==> src/rtl/io_bus_peripheral_pkg.sv <==
// Shared definitions for the io_bus_peripheral register map and CTRL register layout.
// Imported by the top and by the transmit FIFO.
package io_bus_peripheral_pkg;

    typedef enum logic [1:0] {
        REG_TXDATA = 2'd0,
        REG_TCNT   = 2'd1,
        REG_TCMP   = 2'd2,
        REG_CTRL   = 2'd3
    } reg_idx_e;

    localparam int CTRL_IRQ = 0;
    localparam int CTRL_EN  = 1;
    localparam int CTRL_OVF = 2;

    // Fifo occupancy as presented on the bus is 5 bits wide, enough for a depth of 16.
    localparam int COUNT_W = 5;

    function automatic logic [31:0] pack_ctrl(input logic ovf, input logic en, input logic irq);
        logic [31:0] v;
        v           = '0;
        v[CTRL_OVF] = ovf;
        v[CTRL_EN]  = en;
        v[CTRL_IRQ] = irq;
        return v;
    endfunction

endpackage

==> src/rtl/io_bus_peripheral_tx_fifo.sv <==
// Byte transmit FIFO: circular buffer with occupancy count, push-through-pop when full,
// and an overflow strobe when a push is dropped.
module io_bus_peripheral_tx_fifo
    import io_bus_peripheral_pkg::*;
#(
    parameter int DEPTH = 4,
    parameter int WIDTH = 8
) (
    input  logic               i_clk,
    input  logic               i_rst_n,
    input  logic               i_push,
    input  logic [WIDTH-1:0]   i_data,
    input  logic               i_pop,
    output logic [WIDTH-1:0]   o_data,
    output logic               o_empty,
    output logic               o_full,
    output logic [COUNT_W-1:0] o_count,
    output logic               o_overflow
);

    localparam int AW = (DEPTH > 1) ? $clog2(DEPTH) : 1;

    logic [WIDTH-1:0]   r_mem [DEPTH];
    logic [AW-1:0]      r_wr_ptr;
    logic [AW-1:0]      r_rd_ptr;
    logic [COUNT_W-1:0] r_count;

    logic w_pop_ok;
    logic w_push_ok;

    assign o_empty    = (r_count == '0);
    assign o_full     = (r_count == COUNT_W'(DEPTH));
    assign o_count    = r_count;
    assign o_data     = r_mem[r_rd_ptr];

    // A pop frees a slot in the same cycle, so a full FIFO still accepts a push alongside it.
    assign w_pop_ok   = i_pop && !o_empty;
    assign w_push_ok  = i_push && (!o_full || w_pop_ok);
    assign o_overflow = i_push && o_full && !w_pop_ok;

    always_ff @(posedge i_clk) begin
        if (!i_rst_n) begin
            for (int i = 0; i < DEPTH; i++) begin
                r_mem[i] <= '0;
            end
        end else if (w_push_ok) begin
            r_mem[r_wr_ptr] <= i_data;
        end
    end

    // Depth is a power of two, so the pointers wrap naturally at AW bits.
    always_ff @(posedge i_clk) begin
        if (!i_rst_n) begin
            r_wr_ptr <= '0;
            r_rd_ptr <= '0;
            r_count  <= '0;
        end else begin
            if (w_push_ok) begin
                r_wr_ptr <= r_wr_ptr + 1'b1;
            end
            if (w_pop_ok) begin
                r_rd_ptr <= r_rd_ptr + 1'b1;
            end
            case ({w_push_ok, w_pop_ok})
                2'b10:   r_count <= r_count + 1'b1;
                2'b01:   r_count <= r_count - 1'b1;
                default: r_count <= r_count;
            endcase
        end
    end

endmodule

==> src/rtl/io_bus_peripheral.sv <==
// Memory-mapped peripheral: byte TX FIFO with valid/ready drain plus a prescaled
// 32-bit compare timer with sticky irq; reads are combinational for same-cycle sampling.
module io_bus_peripheral
    import io_bus_peripheral_pkg::*;
#(
    parameter int FIFO_DEPTH = 4,
    parameter int PRESCALE   = 1,
    parameter int ADDR_LSB   = 0
) (
    input  logic        CLK,
    input  logic        Rst,
    input  logic [31:0] ADDR,
    input  logic        CS,
    input  logic        WR_RD,
    input  logic [31:0] Data_BUS_WRITE,
    output logic [31:0] Data_BUS_READ,
    output logic [7:0]  tx_data,
    output logic        tx_valid,
    input  logic        tx_ready,
    output logic        irq
);

    logic [31:0] r_cnt;
    logic [31:0] r_cmp;
    logic [7:0]  r_presc;
    logic        r_en;
    logic        r_irq;
    logic        r_ovf;

    reg_idx_e           w_idx;
    logic               w_wr;
    logic               w_wr_txdata;
    logic               w_wr_tcnt;
    logic               w_wr_tcmp;
    logic               w_wr_ctrl;
    logic               w_en_drop;
    logic               w_presc_last;
    logic               w_tick;
    logic               w_match;
    logic               w_fifo_empty;
    logic               w_fifo_full;
    logic               w_fifo_ovf;
    logic [COUNT_W-1:0] w_fifo_count;
    logic               w_unused_bits;

    assign w_idx       = reg_idx_e'(ADDR[ADDR_LSB+1:ADDR_LSB]);
    assign w_wr        = CS && WR_RD;
    assign w_wr_txdata = w_wr && (w_idx == REG_TXDATA);
    assign w_wr_tcnt   = w_wr && (w_idx == REG_TCNT);
    assign w_wr_tcmp   = w_wr && (w_idx == REG_TCMP);
    assign w_wr_ctrl   = w_wr && (w_idx == REG_CTRL);

    // Only the index field and the low data bits matter; the rest is folded here.
    assign w_unused_bits = ^{ADDR, Data_BUS_WRITE};

    io_bus_peripheral_tx_fifo #(
        .DEPTH (FIFO_DEPTH),
        .WIDTH (8)
    ) u_tx_fifo (
        .i_clk      (CLK),
        .i_rst_n    (Rst),
        .i_push     (w_wr_txdata),
        .i_data     (Data_BUS_WRITE[7:0]),
        .i_pop      (tx_ready),
        .o_data     (tx_data),
        .o_empty    (w_fifo_empty),
        .o_full     (w_fifo_full),
        .o_count    (w_fifo_count),
        .o_overflow (w_fifo_ovf)
    );

    assign tx_valid = !w_fifo_empty;
    assign irq      = r_irq;

    // A CTRL write clearing en, or a TCNT load, takes the whole tick away for this cycle.
    assign w_en_drop    = w_wr_ctrl && !Data_BUS_WRITE[CTRL_EN];
    assign w_presc_last = (r_presc == 8'(PRESCALE - 1));
    assign w_tick       = r_en && w_presc_last && !w_en_drop && !w_wr_tcnt;
    assign w_match      = (r_cnt == r_cmp);

    always_ff @(posedge CLK) begin
        if (!Rst) begin
            r_cnt   <= '0;
            r_presc <= '0;
        end else if (w_wr_tcnt) begin
            r_cnt   <= Data_BUS_WRITE;
            r_presc <= '0;
        end else if (r_en && !w_en_drop) begin
            r_presc <= w_presc_last ? 8'd0 : r_presc + 8'd1;
            if (w_tick) begin
                r_cnt <= w_match ? 32'd0 : r_cnt + 32'd1;
            end
        end
    end

    always_ff @(posedge CLK) begin
        if (!Rst) begin
            r_cmp <= '0;
            r_en  <= 1'b0;
        end else begin
            if (w_wr_tcmp) begin
                r_cmp <= Data_BUS_WRITE;
            end
            if (w_wr_ctrl) begin
                r_en <= Data_BUS_WRITE[CTRL_EN];
            end
        end
    end

    // Set events win over software clears landing on the same edge.
    always_ff @(posedge CLK) begin
        if (!Rst) begin
            r_irq <= 1'b0;
            r_ovf <= 1'b0;
        end else begin
            if (w_tick && w_match) begin
                r_irq <= 1'b1;
            end else if (w_wr_ctrl && Data_BUS_WRITE[CTRL_IRQ]) begin
                r_irq <= 1'b0;
            end
            if (w_fifo_ovf) begin
                r_ovf <= 1'b1;
            end else if (w_wr_ctrl && Data_BUS_WRITE[CTRL_OVF]) begin
                r_ovf <= 1'b0;
            end
        end
    end

    always_comb begin
        Data_BUS_READ = '0;
        if (CS && !WR_RD) begin
            case (w_idx)
                REG_TXDATA: Data_BUS_READ = {27'b0, w_fifo_count};
                REG_TCNT:   Data_BUS_READ = r_cnt;
                REG_TCMP:   Data_BUS_READ = r_cmp;
                REG_CTRL:   Data_BUS_READ = pack_ctrl(r_ovf, r_en, r_irq);
                default:    Data_BUS_READ = '0;
            endcase
        end
    end

endmodule

==> config.mk <==
export PLATFORM = sky130hd
export DESIGN_NAME = io_bus_peripheral
export DESIGN_NICKNAME = d
export VERILOG_FILES = /design/src/rtl/io_bus_peripheral_pkg.sv /design/src/rtl/io_bus_peripheral_tx_fifo.sv /design/src/rtl/io_bus_peripheral.sv
export SDC_FILE = /design/constraint.sdc
export NUM_CORES = 1
export LEC_CHECK = 0
export CAP_MARGIN = 15
export CORE_AREA = 3 3 127 129
export CTS_CLUSTER_SIZE = 28
export DETAILED_ROUTE_END_ITERATION = 8
export DIE_AREA = 0 0 130 132
export PLACE_DENSITY = 0.68
export SKIP_CTS_REPAIR_TIMING = 1
export SLEW_MARGIN = 40
export SYNTH_ARGS = -nofsm -noshare
export SYNTH_HDL_FRONTEND = slang
export SYNTH_SLANG_ARGS = --single-unit
==> constraint.sdc <==
create_clock -name CLK -period 7.3 [get_ports CLK]
set_input_delay 1.46 -clock CLK [delete_from_list [all_inputs] [get_ports CLK]]
set_output_delay 1.46 -clock CLK [all_outputs]
set_load 0.005 [all_outputs]
# Word-level counts from Yosys, hierarchy flattened
# Memory sizes are Yosys's and may differ from the RTL's. A register that Yosys moved wholly into a read port is not among the register bits.
# Cells that the tools add are included.
# W data, S select, Z words.
[word_totals]
reg_bits = 84
mem_bits_rw = 32
mem_count = 1
[memory_table]
columns = ["name", "words", "word_bits", "rd", "rd_ports_with_merged_regs", "write_ports", "line_no", "source"]
rows = [
  ["u_tx_fifo.r_mem", 4, 8, 1, 1, 4, "io_bus_peripheral_tx_fifo.sv:23", "logic [WIDTH-1:0] r_mem [DEPTH];"],
]
[op_classes]
addsub = 6
eq_ne = 7
n_mux = 21
n_bitwise = 1
reduce_logical = 37
[op_table]
columns = ["cell", "n"]
rows = [
  ["$mux W32", 5],
  ["$pmux W32 S4", 1],
  ["$add A32 B1 Y32 const B", 1],
  ["$eq A32 B32 Y1", 1],
  ["$logic_and A1 B1 Y1", 18],
  ["$mux W8", 2],
  ["$pmux W5 S2", 1],
  ["$reduce_bool A2 Y1", 5],
  ["$mux W1", 9],
  ["$add A8 B1 Y8 const B", 1],
  ["$logic_not A8 Y1", 1],
  ["$reduce_or A8 Y1", 1],
  ["$logic_not A1 Y1", 7],
  ["$eq A2 B2 Y1 const B", 3],
  ["$mux W2", 3],
  ["$add A5 B1 Y5 const B", 1],
  ["$eq A5 B3 Y1 const B", 1],
  ["$logic_not A5 Y1", 1],
  ["$sub A5 B1 Y5 const B", 1],
  ["$add A2 B1 Y2 const B", 2],
  ["$eq A2 B1 Y1 const B", 2],
  ["$logic_not A2 Y1", 1],
  ["$reduce_and A2 Y1", 1],
  ["$reduce_or A2 Y1", 1],
  ["other kinds (2)", 2],
]

# Logic depth before layout (Yosys ltp)
# Gate-level depths: netlist of run 1.
[depth]
depth_word = 10
depth_mapped = 11
mapped_depth_nobuf = 8

# Hierarchy
# From an unflattened synthesis of run 1, not the netlist that was laid out.
[hier_totals]
hier_cells = 813
area_unflattened_um2 = 7005.5
[by_module_without_submodules]
columns = ["module", "instances", "cells_per_inst", "area_per_inst_um2", "seq_area_each_um2"]
rows = [
  ["io_bus_peripheral", 1, 649, 4957.3, 1501.4],
  ["io_bus_peripheral_tx_fifo", 1, 164, 2048.2, 1181.1],
]

# Worst setup path after synthesis of run 1
# OpenSTA, ideal clock, no wires.
[synth_timing]
path_kind = "in2out"
from = "input ADDR[1]"
to = "output Data_BUS_READ[23]"
arrival_ps = 2723
setup_slack_ps = 3117
stages = 6
n_path_buf = 3
cell_sequence = "buf_2 nor2b_1 clkbuf_1 clkbuf_1 a22oi_1 nor2_1"
[synth_via]
elab_chain_len = 3
word_cells_on_any_way = 6
[synth_rtl]
columns = ["element", "line_no", "source"]
rows = [
  ["start, declared", "io_bus_peripheral.sv:12", "input logic [31:0] ADDR,"],
  ["$eq A2 B2 Y1, or another cell as far along", "io_bus_peripheral.sv:132", "case (w_idx)"],
  ["$pmux W32 S4 *", "io_bus_peripheral.sv:132", ""],
  ["$mux W32 *", "io_bus_peripheral.sv:131", "if (CS && !WR_RD) begin"],
  ["end, declared", "io_bus_peripheral.sv:16", "output logic [31:0] Data_BUS_READ,"],
]
# Every way passes the cells marked *; elsewhere a longest branch is shown, timed or not.

# Worst setup path in the final report of run 1
[layout_timing]
from = "input ADDR[0]"
to = "output Data_BUS_READ[5]"
# The elaborated chain is that of the path after synthesis.

==> flow_summary.yaml, run 1 <==
drt:
  wl_met3_um: 1040
  via_count: 5835
  drt-total-wl_um: 17900
  dr.pass1.iters: 8
  met1_length_um: 8190
  post_drt_wl_per_cell_um: 17.5
  met2WireLength_um: 8390
  topRoutingLayerUsed: "met4"
  drt-initial-drc-count: 472
  antenna_left: 0
  viasPerCell: 5.70
  drc: 0
timing:
  fmax_mhz: 188
  drv_slew: 0
  finalSetupViolations: 0
  timing.final.crit_share_pct: 72.9
  setup-tns-final_ns: 0
  hold_ws_ns: 0.476
  hold_violations: 0
  timing.final.ws_setup_ns: 1.98
  slew_headroom_pct: 49.7
  rsz0062_at_grt: "no"
  fin_skew_ns: 0.00630
  min_period_ns: 5.32
  tightest_slew_ns: 0.755
grt:
  grt_start_max_net_pins: 62
  grt_usage_pct: 21.1
  grt_pass1_vias: 5437
  grt_antenna_before_repair: 0
  grt_pass1_wl_um: 28700
  overflow: 0
synthesis:
  netlist_area_mm2: 0.00671
  async_reset_ff_share_pct: 0
  synth-edff-count: 32
  synthCells: 776
  dominantRegCellSynth: "dfxtp_1"
  synth_cell_types: 64
  synth_fp_nets: 849
  synth-seq-cells: 118
  ys.warnings.count: 0
  ys_seq_area_share_pct: 40.0
  avgSynthCellArea_um2: 8.65
floorplanning:
  core_mm2: 0.0151
  die_width_um: 130
  start_util_pct: 44.3
  fp.dieH_um: 132
  dieArea_mm2: 0.0172
  num_rows: 45
  pin_count: 111
clocking:
  cts.path.max_buffers: 2
  cts.sinks: 118
  worstSkewPairLatency_ns: 0.42
  clk_pin_slew_ns: 0.06
  cts_buffers: 17
  h-tree-depth: 4
  cts_tree: "done"
  root_buffer: "clkbuf_16"
setup_path:
  ff2ff_path_depth: 8
  cp_max_fo: 21
  r2r-end: "r_cnt[18]"
  cp_data_required_time_ns: 5.84
  cp_data_arrival_time_ns: 3.86
  crit_path_start: "ADDR[0]"
  crit_path_start_kind: "input pin"
  rr_startpoint: "r_presc[0]"
  end_kind: "primary output"
  crit_end: "Data_BUS_READ[5]"
  critical_path_class: "in -> out"
  reg2reg_setup_slack_ns: 4.64
layout:
  layout.cells.most_common: "nand2_1"
  seq_area_mm2: 0.00268
  syn_to_final_growth_pct: 20.4
  num-nets-final: 895
  diodes: 0
  final_cell_mix: "109 x nand2_1, 86 x dfxtp_1, 80 x clkdlybuf4s50_1"
  drive_above_1_share_pct: 9.58
  multi_input_area_mm2: 0.00366
  nFillCells: 1411
pwr:
  power_density_mw_per_mm2: 226
  ir_worst_vdd_uv: 172
  p_leak_nw: 2.67
flow_run:
  drv_cap: 0
min_path:
  hold_path.class: "reg -> reg"
  worstHoldStart: "r_ovf"
placed_design:
  dp_slack_ns: 1.98
  portBuffers: 80
  hpwl_um: 11800
  gp_congestion: 0.865
status:
  status: "complete, no violations"
## worst max-delay path, stage by stage
cell and delay [ns]:
clkdlybuf4s50_1 0.78, nor2b_4 0.61, buf_4 0.29, a22oi_1 0.09, nor2_1 0.12, clkdlybuf4s50_1 0.51
## flip-flops by register name, summed over array words and instances, names as in the netlist, named ones only
register            cells
r_presc                 8
u_tx_fifo.r_wr_ptr      2
u_tx_fifo.o_count       5
r_en                    1
irq                     1
u_tx_fifo.r_rd_ptr      2
r_cnt                  32
u_tx_fifo.r_mem        32
r_cmp                  32
r_ovf                   1
## per-layer routing
metal / GRT usage (%) / up-vias
li1: - / 2860
met5: 0 / -
met3: 3.93 / 20
met1: 29.5 / 2763
met4: 7.10 / 0
met2: 32.8 / 192
## power by group
part           internal, mW  total [mW]  switching (mW)
registers             0.704       0.752          0.0477
clock network         0.515       0.838           0.323
logic                 0.116       0.233           0.117
## synth_stat cells (3+ instances only)
library cell | instances | area share [%]
ha_1 | 4 | 0.75
nand4_1 | 20 | 1.9
a22oi_1 | 27 | 3.0
mux2_2 | 3 | 0.50
mux4_2 | 11 | 3.7
clkbuf_8 | 6 | 1.2
a211o_1 | 3 | 0.39
xnor2_1 | 39 | 5.1
nor2_1 | 64 | 3.6
or3_1 | 15 | 1.4
o21a_1 | 5 | 0.56
xor2_1 | 12 | 1.6
o21ai_0 | 29 | 2.2
nor4_1 | 4 | 0.37
a21oi_1 | 74 | 5.5
buf_2 | 11 | 0.82
mux2i_1 | 5 | 0.75
a31oi_1 | 15 | 1.4
buf_1 | 3 | 0.17
dfxtp_1 | 86 | 26
buf_6 | 6 | 1.0
and2_1 | 25 | 2.3
clkbuf_1 | 35 | 2.0
nor4_2 | 3 | 0.56
a21o_1 | 6 | 0.67
inv_1 | 10 | 0.56
nor2b_1 | 7 | 0.65
nor3_1 | 12 | 0.89
edfxtp_1 | 32 | 14
nand3_1 | 37 | 2.8
nand2b_1 | 5 | 0.47
or4_1 | 4 | 0.45
and3_1 | 12 | 1.1
nand2_1 | 109 | 6.1
## how the worst min path moves through the flow
stage,end,slack [ns],depth (start not counted)
after CTS,r_ovf,0.48,2
after global routing,r_cmp[26],0.50,2
final,r_ovf,0.48,2
after detailed placement,r_ovf,0.47,2
after global placement,r_ovf,0.46,2
after floorplan,r_ovf,0.45,2
## through the flow
stage               power, mW  instances  area (um2)  util (%)
detailed placement      0.996        991        7480      49.4
finish                   1.82       1023        8080      53.4
global route             1.89       1023        8080      53.4
floorplan               0.913        776        6710         -
CTS                      1.83       1023        8070      53.3
global placement        0.994        991        7480      49.4
## area by class of cell
type                    count  area share [%]
multi-input cells         584            45.2
flip-flops and latches    118            33.2
repair buffers             90            10.8
clock buffers              19            5.48
well taps                 188            2.91
clock inverters            13            1.84
inverters                  11           0.511
## cell families after synthesis
group / Yosys count / share of synthesized area (%)
buffers and inverters: 74 / 6.02
AO/OA/AOI/OAI: 172 / 15.5
XOR/XNOR: 51 / 6.65
multiplexers: 19 / 4.94
flip-flops: 118 / 40.0
adder cells (fa/ha/maj): 4 / 0.746
AND/OR/NAND/NOR: 338 / 26.2
Note: power is estimated with default switching activity, not from simulation.
==> inputs of run 2 (changes only) <==
==> constraint.sdc (replaced) <==
create_clock -name CLK -period 5.3 [get_ports CLK]
set_input_delay 1.06 -clock CLK [delete_from_list [all_inputs] [get_ports CLK]]
set_output_delay 1.06 -clock CLK [all_outputs]
set_load 0.005 [all_outputs]
==> flow_summary.yaml, run 2 (synthesis gave the netlist of run 1 again) <==
layout:
  nFillCells: 1396
  top_regs: "r_cmp: 32 flops, r_cnt: 32 flops, u_tx_fifo.r_mem: 32 flops"
  utilization_pct: 53.3
  seq_area_mm2: 0.00268
  stdcell_count: 1027
  final_cell_mix: "109 x nand2_1, 86 x dfxtp_1, 80 x clkdlybuf4s50_1"
  syn_to_final_growth_pct: 20.2
  diodes: 0
  multi_input_area_mm2: 0.00364
  num-nets-final: 899
  stdcell_area_mm2: 0.00807
  drive_above_1_share_pct: 10.0
  layout.cells.most_common: "nand2_1"
grt:
  grt_pass1_vias: 5425
  grt_start_max_net_pins: 61
  grt_antenna_before_repair: 0
  grt_usage_pct: 20.9
  overflow: 0
  grt_pass1_wl_um: 28600
setup_path:
  critPathSlowestCell: "clkdlybuf4s50_1"
  crit_path_start: "ADDR[0]"
  path_delay_family: "buffers and inverters"
  end_kind: "primary output"
  cp_data_arrival_time_ns: 3.26
  crit_top_cell: "clkdlybuf4s50_1"
  crit_path_start_kind: "input pin"
  rr_startpoint: "r_presc[0]"
  cp_data_required_time_ns: 4.24
  critical_path_class: "in -> out"
  reg2reg_setup_slack_ns: 2.39
  worstPathCellList: "clkdlybuf4s50_1, nor2b_2, buf_4, a22oi_1, nor2_1, clkdlybuf4s50_1"
  path_buf_inv: 3
  cpPeakStageDelay_ns: 0.65
  cp_max_fo: 27
clocking:
  cts.path.max_buffers: 2
  cts.sinks: 118
  cts_tree: "done"
  h-tree-depth: 4
  worstSkewPairLatency_ns: 0.42
  cts_buffers: 17
  clk_pin_slew_ns: 0.06
  root_buffer: "clkbuf_16"
floorplanning:
  die_width_um: 130
  fp.dieH_um: 132
  pin_count: 111
  num_rows: 45
  dieArea_mm2: 0.0172
  start_util_pct: 44.3
  core_mm2: 0.0151
timing:
  fin_skew_ns: 0.00895
  tightest_slew_ns: 0.758
  hold_ws_ns: 0.483
  drv_slew: 0
  slew_headroom_pct: 49.5
  finalSetupViolations: 0
  hold_violations: 0
  rsz0062_at_grt: "no"
  min_period_ns: 4.32
  fmax_mhz: 231
  timing.final.crit_share_pct: 81.5
  timing.final.ws_setup_ns: 0.980
  setup-tns-final_ns: 0
placed_design:
  dpl-instance-area_mm2: 0.00751
  gp_congestion: 0.854
  portBuffers: 80
  placedCellCount: 995
  dp_slack_ns: 0.998
  hpwl_um: 12000
drt:
  post_drt_wl_per_cell_um: 17.2
  drt-initial-drc-count: 472
  drc: 0
  drt-total-wl_um: 17700
  dr.pass1.iters: 5
  viasPerCell: 5.67
  via_count: 5821
  antenna_left: 0
pwr:
  ir_worst_vdd_uv: 233
  power_density_mw_per_mm2: 302
  finalPower_mw: 2.44
  p_leak_nw: 2.66
status:
  status: "complete, no violations"
min_path:
  worstHoldStart: "r_cmp[24]"
  hold_path.class: "reg -> reg"
flow_run:
  drv_cap: 0
-- run 2: changes by cell type in the layout (fill, tap and decap cells not counted), moves of 2 or more --
cell	previous run	this run
buf_4	10	13
clkinvlp_4	3	5
inv_6	3	5
clkinv_4	4	0
clkinv_2	1	3
-- run 2: power breakdown --
part | switching [mW] | total, mW | internal, mW
Combinational | 0.159 | 0.319 | 0.161
Clock | 0.434 | 1.08 | 0.647
Sequential | 0.0658 | 1.04 | 0.970
-- run 2: layout make-up --
cell class	count	share of cell area, %
Multi-Input combinational cell	584	45.1
Timing Repair Buffer	94	11.3
Tap cell	188	2.91
Clock buffer	18	5.32
Clock inverter	14	1.57
Sequential cell	118	33.2
Inverter	11	0.512
-- run 2: per-layer routing --
metal  vias up  routed length [um]  global-route usage, %
met1      2721                7880                   28.7
li1       2861                   -                      -
met2       204                8140                   32.5
met3        35                1210                   4.58
met5         -                   0                      0
met4         0                 422                   7.04
-- run 2: final timing paths --
check                      end  cells after the start
min reg2reg          r_cmp[24]                      2
max          Data_BUS_READ[31]                      6
min                  r_cmp[24]                      2
max reg2reg          r_cnt[18]                      9
-- run 2: worst min-delay path, cell delays in order, from the launching register on --
cell and delay [ns]:
dfxtp_1 0.33, nand2_1 0.06, a21oi_1 0.05
==> inputs of run 3 (changes only) <==
==> constraint.sdc (replaced) <==
create_clock -name CLK -period 4.2 [get_ports CLK]
set_input_delay 0.84 -clock CLK [delete_from_list [all_inputs] [get_ports CLK]]
set_output_delay 0.84 -clock CLK [all_outputs]
set_load 0.005 [all_outputs]
==> flow_summary.yaml, run 3 (synthesis gave the netlist of run 1 again) <==
status:
  status: "complete, no violations"
timing:
  timing.final.ws_setup_ns: 0.573
  setup-tns-final_ns: 0
  timing.final.crit_share_pct: 86.4
  slew_headroom_pct: 50.0
  rsz0062_at_grt: "no"
  finalSetupViolations: 0
  drv_slew: 0
  min_period_ns: 3.63
  fin_skew_ns: 0.00719
  fmax_mhz: 276
  hold_violations: 0
  tightest_slew_ns: 0.750
placed_design:
  portBuffers: 80
  hpwl_um: 12200
  dp_slack_ns: 0.570
  gp_congestion: 0.839
  placedCellCount: 998
flow_run:
  drv_cap: 0
clocking:
  worstSkewPairLatency_ns: 0.42
  root_buffer: "clkbuf_16"
  cts_buffers: 17
  cts.sinks: 118
  cts_tree: "done"
  clk_pin_slew_ns: 0.05
  h-tree-depth: 4
  cts.path.max_buffers: 2
pwr:
  swShare_pct: 27.2
  power_switching_mw: 0.841
  finalPower_mw: 3.09
  p_leak_nw: 2.70
  intPower_mw: 2.25
  power_frac_seq_pct: 42.3
  p_clk_share_pct: 44.3
  power_density_mw_per_mm2: 379
  ir_worst_vdd_uv: 313
  combPwrFrac_pct: 13.4
layout:
  syn_to_final_growth_pct: 21.5
  drive_above_1_share_pct: 10.3
  layout.cells.most_common: "nand2_1"
  stdcell_count: 1031
  final_cell_mix: "109 x nand2_1, 86 x dfxtp_1, 80 x clkdlybuf4s50_1"
  num-nets-final: 903
  top_regs: "r_cmp: 32 flops, r_cnt: 32 flops, u_tx_fifo.r_mem: 32 flops"
  diodes: 0
min_path:
  hold_path.class: "reg -> reg"
  worstHoldStart: "r_ovf"
drt:
  post_drt_wl_per_cell_um: 17.5
  via_count: 5947
  drt-initial-drc-count: 492
  dr.pass1.iters: 5
  drc: 0
  viasPerCell: 5.77
  drt-total-wl_um: 18100
  antenna_left: 0
grt:
  overflow: 0
  grt_pass1_wl_um: 29200
  grt_antenna_before_repair: 0
  grt_pass1_vias: 5623
  grt_start_max_net_pins: 61
  grt_usage_pct: 21.6
setup_path:
  crit_path_start: "ADDR[1]"
  rr_startpoint: "r_cnt[23]"
  worstPathCellList: "clkdlybuf4s50_1, buf_4, mux4_2, nor2b_1, clkdlybuf4s50_1"
  cp_data_required_time_ns: 3.36
  end_kind: "primary output"
  cp_max_fo: 7
  critical_path_class: "in -> out"
  crit_top_cell: "clkdlybuf4s50_1"
  cp_data_arrival_time_ns: 2.79
  crit_path_start_kind: "input pin"
  path_buf_inv: 3
  cpPeakStageDelay_ns: 0.64
  path_delay_family: "buffers and inverters"
  critPathSlowestCell: "clkdlybuf4s50_1"
floorplanning:
  num_rows: 45
  dieArea_mm2: 0.0172
  core_mm2: 0.0151
  start_util_pct: 44.3
  pin_count: 111
  fp.dieH_um: 132
  die_width_um: 130
-- run 3: final timing paths --
check             cells after the start  slack, ns               end
setup reg to reg                      6       1.56         r_cnt[16]
hold reg to reg                       2       0.47             r_ovf
setup / recovery                      5       0.57  Data_BUS_READ[0]
hold / removal                        2       0.47             r_ovf
-- run 3: metal layers --
metal,share of wire [%],vias up,global-route usage [%]
met5,0,-,0
met4,2.4,0,9.12
met3,6.4,32,4.38
met2,47,196,33.8
met1,44,2853,28.8
li1,-,2866,-
-- run 3: through the flow --
step                      hold slack (ns)  area [um2]  utilization [%]
final                               0.475        8160             53.8
after floorplan                     0.450        6710                -
after detailed placement            0.467        7580             50.0
after CTS                           0.475        8140             53.7
after global routing                0.502        8160             53.8
after global placement              0.462        7580             50.0
-- run 3: power groups by stage --
stage / sequential, mW / clock, mW / combinational (mW)
final: 1.31 / 1.37 / 0.414
after global routing: 1.32 / 1.44 / 0.453
after CTS: 1.31 / 1.39 / 0.414
after detailed placement: 1.33 / 0 / 0.411
after global placement: 1.33 / 0 / 0.408
after floorplan: 1.28 / 0 / 0.304
-- run 3: final cells by class --
type                       instances  area, um2
fill                            1411       6990
multi-input combinational        584       3640
sequential                       118       2680
timing repair buffer              98        993
clock buffer                      19        433
tap                              188        235
clock inverter                    13        128
inverter                          11       41.3
-- run 3: worst reg2reg max path: stages, from the launching register on --
cell     delay, ns
dfxtp_1       0.40
xnor2_1       0.36
nand4_1       0.17
nor4_2        0.53
and2_1        0.71
o32a_1        0.28
o31ai_1       0.06
